## src/rtl/h2_console_pkg.sv

```systemverilog
// h2_console_pkg: shared types and constants for the h2 console I/O blocks.
//   byte_t             - 8-bit console byte
//   CONSOLE_EMPTY_CODE - default byte returned when the core reads an empty input FIFO
//   CONSOLE_*_ADDR     - h2 I/O decode addresses shared by the console input and output sides
package h2_console_pkg;

  typedef logic [7:0] byte_t;

  localparam byte_t CONSOLE_EMPTY_CODE = 8'hFF;

  localparam logic [15:0] CONSOLE_OUT_ADDR    = 16'h4002;  // write: byte + cstrobe
  localparam logic [15:0] CONSOLE_IN_ADDR     = 16'h4004;  // read: pops one byte
  localparam logic [15:0] CONSOLE_STATUS_ADDR = 16'h4006;  // read: avail/underrun/level

endpackage

```

## src/rtl/h2_byte_fifo.sv

```systemverilog
// h2_byte_fifo: byte FIFO with an AW+1 bit occupancy count.
//   clk, rst            - clock, async active-high reset (empties the FIFO)
//   wr_en_i, wr_data_i  - push request; ignored while full
//   rd_en_i             - pop request; ignored while empty
//   rd_data_o           - head byte (combinational view of the array)
//   count_o             - registered occupancy 0..DEPTH
//   full_o, empty_o     - derived from the registered count only
import h2_console_pkg::*;

module h2_byte_fifo #(
  parameter  int DEPTH = 16,
  localparam int AW    = $clog2(DEPTH)
) (
  input  logic        clk,
  input  logic        rst,
  input  logic        wr_en_i,
  input  byte_t       wr_data_i,
  input  logic        rd_en_i,
  output byte_t       rd_data_o,
  output logic [AW:0] count_o,
  output logic        full_o,
  output logic        empty_o
);

  byte_t         mem_q [DEPTH];
  logic [AW-1:0] wr_ptr_q, wr_ptr_d;
  logic [AW-1:0] rd_ptr_q, rd_ptr_d;
  logic [AW:0]   count_q, count_d;
  logic          do_wr, do_rd;

  assign full_o  = (count_q == (AW+1)'(DEPTH));
  assign empty_o = (count_q == '0);
  assign do_wr   = wr_en_i & ~full_o;
  assign do_rd   = rd_en_i & ~empty_o;

  always_comb begin
    wr_ptr_d = wr_ptr_q;
    rd_ptr_d = rd_ptr_q;
    count_d  = count_q;
    if (do_wr) wr_ptr_d = wr_ptr_q + AW'(1);  // wraps modulo DEPTH
    if (do_rd) rd_ptr_d = rd_ptr_q + AW'(1);
    case ({do_wr, do_rd})
      2'b10:   count_d = count_q + (AW+1)'(1);
      2'b01:   count_d = count_q - (AW+1)'(1);
      default: count_d = count_q;
    endcase
  end

  always_ff @(posedge clk or posedge rst) begin
    if (rst) begin
      wr_ptr_q <= '0;
      rd_ptr_q <= '0;
      count_q  <= '0;
    end else begin
      wr_ptr_q <= wr_ptr_d;
      rd_ptr_q <= rd_ptr_d;
      count_q  <= count_d;
    end
  end

  // Storage needs no reset: pointers and count define what is valid.
  always_ff @(posedge clk) begin
    if (do_wr) mem_q[wr_ptr_q] <= wr_data_i;
  end

  assign rd_data_o = mem_q[rd_ptr_q];
  assign count_o   = count_q;

endmodule

```

## src/rtl/h2_console_in.sv

```systemverilog
// h2_console_in: console input channel for the h2 core.
//   phi, rst                       - clock, async active-high reset
//   host_data/host_valid/host_ready- host push side (ready = !full, from registered count)
//   cpu_rd                         - one-cycle read strobe from the core
//   cpu_data, cpu_rdvalid          - registered read byte and its one-cycle valid pulse
//   cpu_avail                      - FIFO non-empty
//   cpu_underrun, cpu_clr          - sticky empty-read flag and its clear
//   level                          - occupancy 0..DEPTH
import h2_console_pkg::*;

module h2_console_in #(
  parameter  int    DEPTH      = 16,
  parameter  byte_t EMPTY_CODE = CONSOLE_EMPTY_CODE,
  localparam int    AW         = $clog2(DEPTH)
) (
  input  logic        phi,
  input  logic        rst,
  input  byte_t       host_data,
  input  logic        host_valid,
  output logic        host_ready,
  input  logic        cpu_rd,
  output byte_t       cpu_data,
  output logic        cpu_rdvalid,
  output logic        cpu_avail,
  output logic        cpu_underrun,
  input  logic        cpu_clr,
  output logic [AW:0] level
);

  byte_t head;
  logic  full, empty;
  byte_t cpu_data_q, cpu_data_d;
  logic  rdvalid_q, rdvalid_d;
  logic  underrun_q, underrun_d;

  // The FIFO gates rd with its own empty flag, so a push into an empty
  // FIFO during a read is stored rather than bypassed to the reader.
  h2_byte_fifo #(.DEPTH(DEPTH)) u_fifo (
    .clk       (phi),
    .rst       (rst),
    .wr_en_i   (host_valid),
    .wr_data_i (host_data),
    .rd_en_i   (cpu_rd),
    .rd_data_o (head),
    .count_o   (level),
    .full_o    (full),
    .empty_o   (empty)
  );

  always_comb begin
    cpu_data_d = cpu_data_q;
    rdvalid_d  = cpu_rd;
    underrun_d = underrun_q;
    if (cpu_rd) cpu_data_d = empty ? EMPTY_CODE : head;
    if (cpu_clr) underrun_d = 1'b0;
    // Ordered after the clear so a same-cycle empty read keeps the flag set.
    if (cpu_rd && empty) underrun_d = 1'b1;
  end

  always_ff @(posedge phi or posedge rst) begin
    if (rst) begin
      cpu_data_q <= 8'h00;
      rdvalid_q  <= 1'b0;
      underrun_q <= 1'b0;
    end else begin
      cpu_data_q <= cpu_data_d;
      rdvalid_q  <= rdvalid_d;
      underrun_q <= underrun_d;
    end
  end

  assign host_ready   = ~full;
  assign cpu_avail    = ~empty;
  assign cpu_data     = cpu_data_q;
  assign cpu_rdvalid  = rdvalid_q;
  assign cpu_underrun = underrun_q;

endmodule

```

## config.mk

```make
export PLATFORM = sky130hd
export DESIGN_NAME = h2_console_in
export DESIGN_NICKNAME = d
export VERILOG_FILES = /design/src/rtl/h2_console_pkg.sv /design/src/rtl/h2_byte_fifo.sv /design/src/rtl/h2_console_in.sv
export SDC_FILE = /design/constraint.sdc
export NUM_CORES = 1
export LEC_CHECK = 0
export ABC_AREA = 0
export BUFFER_PORTS_ARGS = -buffer_cell sky130_fd_sc_hd__buf_4
export CAP_MARGIN = 20
export CELL_PAD_IN_SITES_DETAIL_PLACEMENT = 1
export CELL_PAD_IN_SITES_GLOBAL_PLACEMENT = 1
export CORE_AREA = 5 5 101 127
export CTS_CLUSTER_DIAMETER = 40
export DETAILED_ROUTE_END_ITERATION = 8
export DIE_AREA = 0 0 106 132
export HOLD_SLACK_MARGIN = 0.15
export PLACE_DENSITY_LB_ADDON = 0.1
export RECOVER_POWER = 25
export REMOVE_ABC_BUFFERS = 1
export SYNTH_ARGS = -nofsm -noshare
export SYNTH_HDL_FRONTEND = slang
export SYNTH_SLANG_ARGS = --single-unit
```

## constraint.sdc

```tcl
create_clock -name phi -period 6.64 [get_ports phi]
set_clock_uncertainty 0.1 [all_clocks]
set_input_delay 1.66 -clock phi [delete_from_list [all_inputs] [get_ports phi]]
set_output_delay 1.66 -clock phi [all_outputs]
set_load 0.05 [all_outputs]
```

* After elaboration in Yosys (flattened, before gate mapping)
Memory sizes are Yosys's and may differ from the RTL's. Index checks and enable logic that the tools add are counted.
Word-level totals: register bits after elaboration 23, bits in writable memories 128, input port bits 13, memories kept 1
Cells by class: bitwise operators 4, equal/unequal tests 3, multiplexer cells 6, add/sub/neg operators 4, reduce and logical (&&, ||, !) cells 4
Memory list:
- u_fifo.mem_q | words 16, bits a word 8, read ports 1, clocked after Yosys merged registers in 0, wr ports 1, RTL line h2_byte_fifo.sv:25 | byte_t mem_q [DEPTH];
Operators with widths (count):
- $pmux 5 s2 | 1
- $add 4x1->4 const B | 2
- $mux 8 | 1
- $add 5x1->5 const B | 1
- $eq 5x5->1 const B | 1
- $logic_not 5->1 | 1
- $sub 5x1->5 const B | 1
- $mux 1 | 4
- $reduce_bool 2->1 | 2
- $and 1x1->1 | 2
- $eq 2x1->1 const B | 1
- $eq 2x2->1 const B | 1
- $not 1->1 | 2
- $logic_and 1x1->1 | 1

* Depth between registers and ports, before layout
depth in word-level cells 5, mapped depth 12, gate-level depth less buffers 10

* Modules after synthesis
From an unflattened synthesis, not the netlist that was laid out.
Second synthesis, totals: cell total of the unflattened synthesis 360, area, all modules 6183.4 um^2
Modules (own cells, without submodules):
- h2_byte_fifo | cells each 333, seq. area each 4169.0 um^2, instances 1, area each 5796.8 um^2
- h2_console_in | cells each 27, seq. area each 250.2 um^2, instances 1, area each 386.6 um^2

* Worst setup path before layout
Ideal clock, no wire load.
path kind input-to-reg, start in cpu_rd, end reg u_fifo.count_q[4] (netlist: u_fifo.count_o[4]), arrival time 3581 ps, setup slack 2834 ps, library setup time 125 ps, buffers on the path 3, stages 11, path through clkbuf_1 > a21boi_2 > buf_2 > ha_1 > buf_2 > xor2_1 > ha_1 > o211a_1 > o31ai_1 > a31oi_1 > xnor2_1
Between the ends: cells in the longest elaborated chain, start to end 3
RTL lines:
- from (decl) | RTL line h2_console_in.sv:21 | input logic cpu_rd,
- $and 1x1->1 * | RTL line h2_byte_fifo.sv:34 | assign do_rd = rd_en_i & ~empty_o;
- via u_fifo.do_rd | RTL line h2_byte_fifo.sv:29 | logic do_wr, do_rd;
- $eq 2x1->1 / $eq 2x2->1 (equally long branches) | RTL line h2_byte_fifo.sv:42 | case ({do_wr, do_rd})
- $pmux 5 s2 / $reduce_bool 2->1 (equally long branches)
- to (signal assigned) | RTL line h2_byte_fifo.sv:57 | count_q <= count_d;
- to (decl) | RTL line h2_byte_fifo.sv:28 | logic [AW:0] count_q, count_d;
The timed path passes the listed nets; every way through them passes the cells marked *. A chain may end at the register's enable or synchronous reset.

* Worst setup path in the final report
start in cpu_rd, end reg u_fifo.count_q[4] (netlist: u_fifo.count_o[4])
Between the ends: cells in the longest elaborated chain, start to end 3
RTL lines (RTL line):
- $and 1x1->1 * | h2_byte_fifo.sv:34
- $eq 2x1->1 / $eq 2x2->1 (equally long branches) | h2_byte_fifo.sv:42
- $pmux 5 s2 / $reduce_bool 2->1 (equally long branches)
Every way passes the cells marked *; elsewhere a longest branch is shown, timed or not.

==> impl_metrics.json <==
{
  "cts_max_level": 4,
  "max_stage_delay_ps": 590,
  "cts_resized": 0,
  "dp_worst_setup_slack_ps": 2578,
  "ant_nets": 0,
  "cp_slowest_cell": "a21boi_2",
  "worstSetupPathType": "in -> reg",
  "fp.dieH_um": 132,
  "via_per_inst": 5.922,
  "ff2ff_path_depth": 9,
  "finalSetupViolCount": 0,
  "drt_wl_total_um": 13500,
  "final_max_slew_viol_count": 0,
  "cts_sinks": 151,
  "syn_area_um2": 6163,
  "tightest_slew_ps": 1263,
  "fin_cells": 548,
  "ir_worst_vdd_mv": 0.2551,
  "antenna_found_initial": 0,
  "r2r_slack_ps": 3670,
  "insertion_delay_ps": 420,
  "synth_seq_cells": 151,
  "synthXorXnorAreaFrac_pct": 1.563,
  "synth_top_family_by_area": "multiplexers",
  "boundaryPins": 30,
  "p_leak_nw": 2.501,
  "crit_top_cell": "ha_1",
  "cts_buffers": 17,
  "path_clk_slew_ps": 60,
  "p_per_area_nw_per_um2": 472.4,
  "synthAdderAreaFrac_pct": 1.827,
  "slew_headroom_pct": 15.82,
  "yosys_warnings": 0,
  "dr.pass1.iters": 4,
  "ys_types": 38,
  "grt_pass1_wl_um": 21120,
  "synth-simple-area-share_pct": 5.907,
  "cts_buffer_depth": 2,
  "postCtsHoldBufs": 0,
  "dp.cells": 514,
  "r2r_start": "u_fifo.count_o[1]$_DFFE_PP0P_",
  "post_cts_buffers": 0,
  "grt_max_degree": 29,
  "die-area_um2": 13990,
  "die_w_um": 106,
  "hold_violations": 0,
  "placementRows": 44,
  "synthArstFlopShare_pct": 15.23,
  "areaGrowthSynthToFinish_pct": 14.11,
  "synth_edf_count": 128,
  "ys_seq_area_share_pct": 71.70,
  "required_ps": 6830,
  "start_util_pct": 53.82,
  "synth_compound_area_share_pct": 4.425,
  "first_global_vias": 3502,
  "path_max_fanout": 14,
  "rr_endpoint": "u_fifo.count_o[4]$_DFFE_PP0P_",
  "crit_path_end_kind": "flop",
  "cts_tree": "built",
  "dp_hpwl_um": 8454,
  "rsz0062_at_grt": "no",
  "syn_area_per_cell_um2": 16.93,
  "fmax_mhz": 257.7,
  "synth_mux_area_share_pct": 11.59,
  "min_path_type": "reg -> reg",
  "endpoint": "u_fifo.count_o[4]$_DFFE_PP0P_",
  "period_share_pct": 58.44,
  "overflow": 0,
  "synth_cells": 364,
  "drc": 0,
  "wire_per_inst_um": 24.64,
  "setup_tns_ps": 0,
  "startpoint": "cpu_rd",
  "track_usage_pct": 20.76,
  "final_common_cell": "edfxtp_1",
  "root_buffer": "clkbuf_16",
  "worstSetupStartpointType": "input port",
  "gp_congestion": 0.7966,
  "core_um2": 11450,
  "maxCapViolCount": 0,
  "crit_path_cell_trace": "clkbuf_1 > a21boi_2 > ha_1 > xor2_1 > ha_1 > o211a_1 > o31ai_1 > a31oi_1 > xnor2_1",
  "setup_ws_ps": 2759,
  "io_buffers": 29,
  "finalNetCount": 419,
  "cp.arrival_ps": 4070,
  "drt_iter0_markers": 176,
  "vias": 3245,
  "min_period_ps": 3881,
  "status": "complete, no violations",
  "layout_common_cells": "edfxtp_1 (128), mux2i_1 (32), nand2_1 (25)",
  "synth_flop_cell": "edfxtp_1",
  "drive_gt1_share_pct": 18.05,
  "n_antenna_cell": 0
}
## Yosys cell counts (5+ instances only)
cell / n / area share, %
o21ai_0: 5 / 0.41
a22oi_1: 16 / 1.9
buf_1: 5 / 0.30
xnor2_1: 7 / 0.99
nand4_1: 9 / 0.91
nor2_1: 24 / 1.5
edfxtp_1: 128 / 62
dfrtp_1: 23 / 9.3
inv_1: 7 / 0.43
ha_1: 9 / 1.8
nand2_1: 25 / 1.5
buf_2: 6 / 0.49
a31oi_1: 9 / 0.91
mux2i_1: 32 / 5.2
mux4_2: 13 / 4.8
## cell families (layout without fill, tap and decap cells)
family                     count (synthesis)  count (layout)
DFF                                      151             151
and+or+nand+nor                           76              76
muxes                                     50              50
AOI/OAI and AO/OA                         39              39
buffers and inverters                     28              74
xor gates and xnor gates                  11              11
adders and majority gates                  9               9
## metrics by stage
step	hold slack [ps]	total power, W	area [um^2]	utilization [%]
after floorplan	455.8	0.001991	6006	-
after global placement	415.6	0.002296	6427	56.13
after detailed placement	436.2	0.002318	6427	56.13
after CTS	446.4	0.003350	7058	61.64
after global routing	462.8	0.003476	7033	61.42
final	439.7	0.003322	7033	61.42
## power breakdown
group          total, W  internal, W  switching (W)
logic          0.000945     0.000364       0.000582
registers       0.00135      0.00118       0.000175
clock network   0.00102     0.000635       0.000388
total           0.00332      0.00218        0.00114
## area by class of cell
cell class | instances | area [um^2]
clock buffer | 19 | 432.9
clock inverter | 13 | 197.7
inverter | 7 | 26.28
fill | 1039 | 4418
multi-input combinational | 185 | 1560
tap | 138 | 172.7
sequential | 151 | 4420
timing repair buffer | 35 | 222.7
## metal layers
metal	global-route usage [%]	part of all wire (%)	vias up
met2	33.76	51	73
met5	0	0	-
li1	-	-	1471
met4	9.359	3.4	0
met3	5.145	3.4	20
met1	26.42	42	1681
## state kept, by name, summed over array words and instances (netlist names)
register / count
u_fifo.mem_q: 128
cpu_data: 8
u_fifo.count_o: 5
u_fifo.rd_ptr_q: 4
u_fifo.wr_ptr_q: 4
cpu_rdvalid: 1
cpu_underrun: 1
## critical path: cells and delay by family
kind	cells	cell delay, ps
xor+xnor	2	270
buf+inv	1	310
compound gates	4	1120
fa+ha+maj	2	700
## how the worst min path moves through the flow
stage / startpoint / to / slack [ps] / cells after the start
after floorplan: u_fifo.wr_ptr_q[3]$_DFFE_PP0P_ / u_fifo.wr_ptr_q[3]$_DFFE_PP0P_ / 460 / 1
after global placement: cpu_underrun$_DFFE_PP0P_ / cpu_underrun$_DFFE_PP0P_ / 420 / 2
after detailed placement: cpu_data[1]$_DFFE_PP0P_ / cpu_data[1]$_DFFE_PP0P_ / 440 / 2
after CTS: cpu_data[1]$_DFFE_PP0P_ / cpu_data[1]$_DFFE_PP0P_ / 450 / 2
after global routing: cpu_data[1]$_DFFE_PP0P_ / cpu_data[1]$_DFFE_PP0P_ / 460 / 2
final: cpu_data[1]$_DFFE_PP0P_ / cpu_data[1]$_DFFE_PP0P_ / 440 / 2
No activity file was read; power rests on OpenSTA's default activity.
